$ cat src/rtl/ras_stack.sv
// Return address stack for the fetch predictor: circular push/pop/replace of call link targets
// with a checkpoint restore port for the pointer and occupancy.
module ras_stack #(
    parameter int unsigned RAS_ENTRIES      = 8,
    parameter int unsigned RAS_INDEX_WIDTH  = 3,
    parameter int unsigned RAS_COUNT_WIDTH  = 4,
    parameter int unsigned RAS_TARGET_WIDTH = 31,
    parameter logic [31:0] INIT_PC          = 32'h0
) (
    input  logic                       CLK,
    input  logic                       RST,
    input  logic                       link_valid,
    input  logic [31:0]                link_pc,
    input  logic                       ret_valid,
    output logic [31:0]                ret_pc,
    output logic [RAS_INDEX_WIDTH-1:0] ras_index,
    output logic [RAS_COUNT_WIDTH-1:0] ras_count,
    output logic                       ras_empty,
    input  logic                       update_valid,
    input  logic [RAS_INDEX_WIDTH-1:0] update_ras_index,
    input  logic [RAS_COUNT_WIDTH-1:0] update_ras_count
);

    localparam logic [RAS_COUNT_WIDTH-1:0] FullCount = RAS_COUNT_WIDTH'(RAS_ENTRIES);
    localparam logic [RAS_INDEX_WIDTH-1:0] LastIndex = RAS_INDEX_WIDTH'(RAS_ENTRIES - 1);

    logic [RAS_TARGET_WIDTH-1:0] stack_q [RAS_ENTRIES];
    logic [RAS_TARGET_WIDTH-1:0] stack_d [RAS_ENTRIES];
    logic [RAS_INDEX_WIDTH-1:0]  ptr_q, ptr_d;
    logic [RAS_COUNT_WIDTH-1:0]  count_q, count_d;

    logic [RAS_INDEX_WIDTH-1:0]  ptr_inc, ptr_dec, wr_idx;
    logic                        wr_en;
    logic [RAS_COUNT_WIDTH-1:0]  restore_count;

    // Bit 0 of a return address is never stored.
    logic unused_link_lsb;
    assign unused_link_lsb = link_pc[0];

    assign ptr_inc       = ptr_q + RAS_INDEX_WIDTH'(1);
    assign ptr_dec       = ptr_q - RAS_INDEX_WIDTH'(1);
    assign restore_count = (update_ras_count > FullCount) ? FullCount : update_ras_count;

    always_comb begin
        ptr_d   = ptr_q;
        count_d = count_q;
        wr_en   = 1'b0;
        wr_idx  = ptr_q;
        stack_d = stack_q;
        if (update_valid) begin
            ptr_d   = update_ras_index;
            count_d = restore_count;
        end else if (link_valid && ret_valid) begin
            // Return immediately followed by a call: overwrite the top in place.
            wr_en   = 1'b1;
            count_d = (count_q == '0) ? RAS_COUNT_WIDTH'(1) : count_q;
        end else if (link_valid) begin
            wr_en   = 1'b1;
            wr_idx  = ptr_inc;
            ptr_d   = ptr_inc;
            count_d = (count_q == FullCount) ? count_q : count_q + RAS_COUNT_WIDTH'(1);
        end else if (ret_valid) begin
            // Pointer moves even when empty so it stays aligned with checkpoints.
            ptr_d   = ptr_dec;
            count_d = (count_q == '0) ? count_q : count_q - RAS_COUNT_WIDTH'(1);
        end
        if (wr_en) begin
            stack_d[wr_idx] = link_pc[RAS_TARGET_WIDTH:1];
        end
    end

    always_ff @(posedge CLK or posedge RST) begin
        if (RST) begin
            ptr_q   <= LastIndex;
            count_q <= '0;
            for (int i = 0; i < RAS_ENTRIES; i++) begin
                stack_q[i] <= RAS_TARGET_WIDTH'(INIT_PC[31:1]);
            end
        end else begin
            ptr_q   <= ptr_d;
            count_q <= count_d;
            stack_q <= stack_d;
        end
    end

    assign ret_pc    = 32'({stack_q[ptr_q], 1'b0});
    assign ras_index = ptr_q;
    assign ras_count = count_q;
    assign ras_empty = (count_q == '0);

endmodule
$ cat config.mk
export PLATFORM = sky130hd
export DESIGN_NAME = ras_stack
export DESIGN_NICKNAME = d
export VERILOG_FILES = /design/src/rtl/ras_stack.sv
export SDC_FILE = /design/constraint.sdc
export NUM_CORES = 1
export LEC_CHECK = 0
export CORE_UTILIZATION = 35
export DETAILED_ROUTE_END_ITERATION = 10
export PLACE_DENSITY = 0.55
export SETUP_SLACK_MARGIN = 0.15
export SYNTH_ARGS = -nofsm -noshare
export SYNTH_HDL_FRONTEND = slang
export SYNTH_SLANG_ARGS = --single-unit
$ cat constraint.sdc
create_clock -name CLK -period 13.45 [get_ports CLK]
set_clock_uncertainty 0.05 [all_clocks]
set_input_delay 4.035 -clock CLK [delete_from_list [all_inputs] [get_ports CLK]]
set_output_delay 4.035 -clock CLK [all_outputs]
set_load 0.02 [all_outputs]
==> results.tsv <==
stage	metric	value	unit
clocking	cts bufs inserted	28	
grt	met3 Usage GRT	2.21	%
routing	wire per inst	20.4	um
routing	Routed WL	25900	um
final_layout	layout cell share with drive strength beyond 1	49.5	%
routing	DR vias	6411	
pwr	pwr dens	221	mW/mm^2
final_layout	Final nets	849	
worst_setup_path	R2R depth	7	
routing	vias per cell	5.06	
grt	M1 GR Usage	20.6	%
timing	worst hold margin	0.433	ns
grt	met2 usage	25.3	%
worst_hold_path	hold path startpoint	stack_q[54]$_DFFE_PP0P_	
routing	DRT iter0 DRCs	267	
pwr	Sequential Power Share	43.0	%
yosys	XOR/XNOR Fraction of Synth Area	0.361	%
final_layout	synthesis-to-layout area growth	17.3	%
worst_setup_path	Worst R2R Start	ras_index[0]$_DFFE_PP1P_	
run	Max Cap Violations	0	
final_layout	final cell count without fillers	1268	
clocking	# clock sinks	255	
placed_design	Final GP Congestion	0.691	
timing	Final Hold Viols	0	
clocking	clock buffer depth	3	
grt	vias in the first global route	6984	
yosys	Syn Nets	775	
worst_setup_path	Req. time, crit path	9.36	ns
pwr	Pleak	6.25	nW
clocking	Skew-Pair Late Insertion Delay	0.54	ns
yosys	synth unique cells	44	
yosys	Syn Area/Cell	16.7	sq um
worst_hold_path	HP Class	flop to flop	
timing	fin crit share	58.6	%
die	Die W	188	um
timing	RSZ-0062 raised after global routing	false	
die	Starting Density	35.9	%
placed_design	post-DP HPWL	14300	um
grt	largest net degree at the start of global routing	112	
die	row cnt	67	
timing	slew margin rel.	27.5	%
clocking	CTS tree	built	
placed_design	Post-DP Area	0.0133	sq mm
yosys	combinational family with the most area after synthesis	multiplexers	
final_layout	design area	0.0142	sq mm
yosys	flops & latches, synth	255	
yosys	Synth Cell Area	0.0121	sq mm
timing	slew of the pin with the lowest slew margin	1.08	ns
final_layout	Antenna Cells	0	
final_layout	final core occ	42.1	%
clocking	root buf cell	clkbuf_16	
clocking	number of H-tree levels	1	
routing	DRC viols	0	
routing	DRT Pass-1 Iters	4	
yosys	simple-gate share of the synthesized area	1.56	%
grt	initial antenna violation count	1	
timing	final setup TNS	0	ns
pwr	Net Sw Frac	27.3	%
routing	Final ANT Viol Nets	0	
timing	Max Fclk	0.127	GHz
clocking	post-CTS setup buffer count	0	
worst_setup_path	Arr. time, crit path	3.80	ns
pwr	clock network power share	23.3	%
pwr	Net Sw Power	0.858	mW
worst_setup_path	Setup crit end kind	output pin	
placed_design	Port-buffer cells	81	
timing	# setup viols final	0	
worst_setup_path	Max FO, Critical Path	37	
grt	first-pass GRT wire length	41600	um
worst_setup_path	launch point of the worst path	ras_index[0]$_DFFE_PP1P_	
worst_hold_path	Hold Path Stages	1	
die	die span in y	188	um
final_layout	final-layout fill cell count	3056	
yosys	Synth Area in Compound Gates	1.17	%
timing	Final Max Tran Viols	0	
yosys	register area share after synthesis	52.7	%
worst_setup_path	crit start category	flop	
clocking	hold_buf cts	0	
placed_design	Placed Cells	1218	
yosys	Yosys Warn Count	0	
yosys	Synth Area in Adders	0.578	%
timing	final setup margin	5.57	ns
yosys	Cells after Synth	726	
placed_design	dpl ws	5.91	ns
grt	total track usage	15.1	%
die	IO Count	84	
die	die area	0.0354	sq mm
worst_setup_path	crit path kind	flop to output pin	
pwr	Total Power	3.15	mW
grt	grt total ovfl	0	
pwr	Comb power frac	33.7	%
timing	fin crit period	7.88	ns
pwr	VDD IR max	0.000104	V
clocking	# resized after CTS	0	
clocking	CTS clk-pin slew, worst paths	0.06	ns
yosys	mux share of post-synthesis cell area	40.9	%
status	run status	completed	
die	area of the core	0.0338	sq mm
grt	Top Usage Layer GRT	met2	
pwr	internal power	2.29	mW
==> cell usage in the layout (no fill, tap or decap), types with 2 or more instances in the layout <==
cell,Yosys,routed
dfrtp_1,252,252
mux2_2,185,185
mux2_4,91,91
clkdlybuf4s50_1,0,81
mux4_2,62,62
clkbuf_16,0,29
buf_4,5,12
inv_1,10,9
nor2_1,7,7
mux2_1,7,7
clkbuf_1,11,7
clkbuf_8,0,7
nand2_1,6,6
clkinv_2,0,6
o21ai_0,4,4
ha_1,4,4
xnor2_1,3,3
nand3_1,5,3
mux2i_1,3,3
a31oi_1,3,3
a21oi_1,3,3
nand3_2,0,2
and3b_1,2,2
nor3_4,0,2
nor3b_1,2,2
a211oi_1,2,2
or3_2,0,2
xor2_1,2,2
dfstp_4,0,2
==> state kept, by name (all words and copies together), names as in the netlist <==
| signal | count |
|---|---|
| stack_q | 248 |
| ras_count | 4 |
| ras_index | 3 |
==> critical path, stage by stage, from the launching register on <==
cell	delay, ns
dfstp_4	1.04
buf_4	0.72
mux4_2	0.60
mux2_2	0.32
clkdlybuf4s50_1	0.55
==> area by class of cell <==
| type | count | area [sq um] | area share [%] |
|---|---|---|---|
| Timing Repair Buffer | 93 | 901 | 6.33 |
| Inverter | 10 | 45.0 | 0.317 |
| Tap cell | 448 | 561 | 3.94 |
| Sequential cell | 255 | 6390 | 44.9 |
| Clock buffer | 43 | 848 | 5.96 |
| Multi-Input combinational cell | 412 | 5440 | 38.2 |
| Clock inverter | 7 | 38.8 | 0.273 |
==> synth_stat cells (all sizes together) <==
cell	number	area share, %
fa	1	0.17
mux2	283	29
a211oi	3	0.23
ha	4	0.41
nor2b	1	0.052
and3b	2	0.14
o21ai	4	0.17
xnor2	3	0.22
o211ai	1	0.062
o32ai	1	0.072
or3	3	0.15
clkbuf	12	0.38
nand2	6	0.19
nand3	5	0.21
o2bb2ai	1	0.072
conb	1	0.031
nand3b	1	0.062
nor2	7	0.22
dfstp	3	0.65
nor4	1	0.052
o31ai	1	0.062
dfrtp	252	52
a31oi	3	0.15
xor2	2	0.14
nand2b	1	0.052
a221oi	1	0.072
mux4	62	12
a21oi	3	0.12
nor3	3	0.21
nor3b	3	0.23
o32a	1	0.083
inv	10	0.31
a211o	1	0.072
mux2i	3	0.25
buf	37	2.1
==> worst paths after layout <==
check,end,slack (ns)
worst max-delay path,ret_pc[9],5.57
worst min-delay path,stack_q[54]$_DFFE_PP0P_,0.43
worst max register to register,stack_q[45]$_DFFE_PP0P_,8.85
worst min register to register,stack_q[54]$_DFFE_PP0P_,0.43
max in group asynchronous,stack_q[242]$_DFFE_PP0P_,7.85
min in group asynchronous,ras_count[2]$_DFFE_PP0P_,4.02
==> cell families (layout without fill, tap and decap cells) <==
| group | count (synthesis) | in the layout |
|---|---|---|
| other cells | 1 | 1 |
| mux | 348 | 348 |
| compound gates | 20 | 20 |
| simple gates | 33 | 33 |
| fa+ha+maj | 5 | 5 |
| flops | 255 | 255 |
| xor+xnor | 5 | 5 |
| buf+inv | 59 | 153 |
==> power by group through the flow <==
stage | combinational, mW | sequential (mW) | clock [mW]
floorplan | 0.830 | 1.28 | 0
detailed placement | 1.08 | 1.36 | 0
finish | 1.06 | 1.35 | 0.734
CTS | 1.08 | 1.35 | 0.762
global route | 1.14 | 1.40 | 0.789
global placement | 1.06 | 1.36 | 0
==> layer usage <==
layer / routed length, um / up-vias
li1: - / 2857
met1: 11900 / 3442
met2: 12700 / 76
met3: 798 / 34
met4: 470 / 2
met5: 8 / -
No activity file was read; power rests on OpenSTA's default activity.
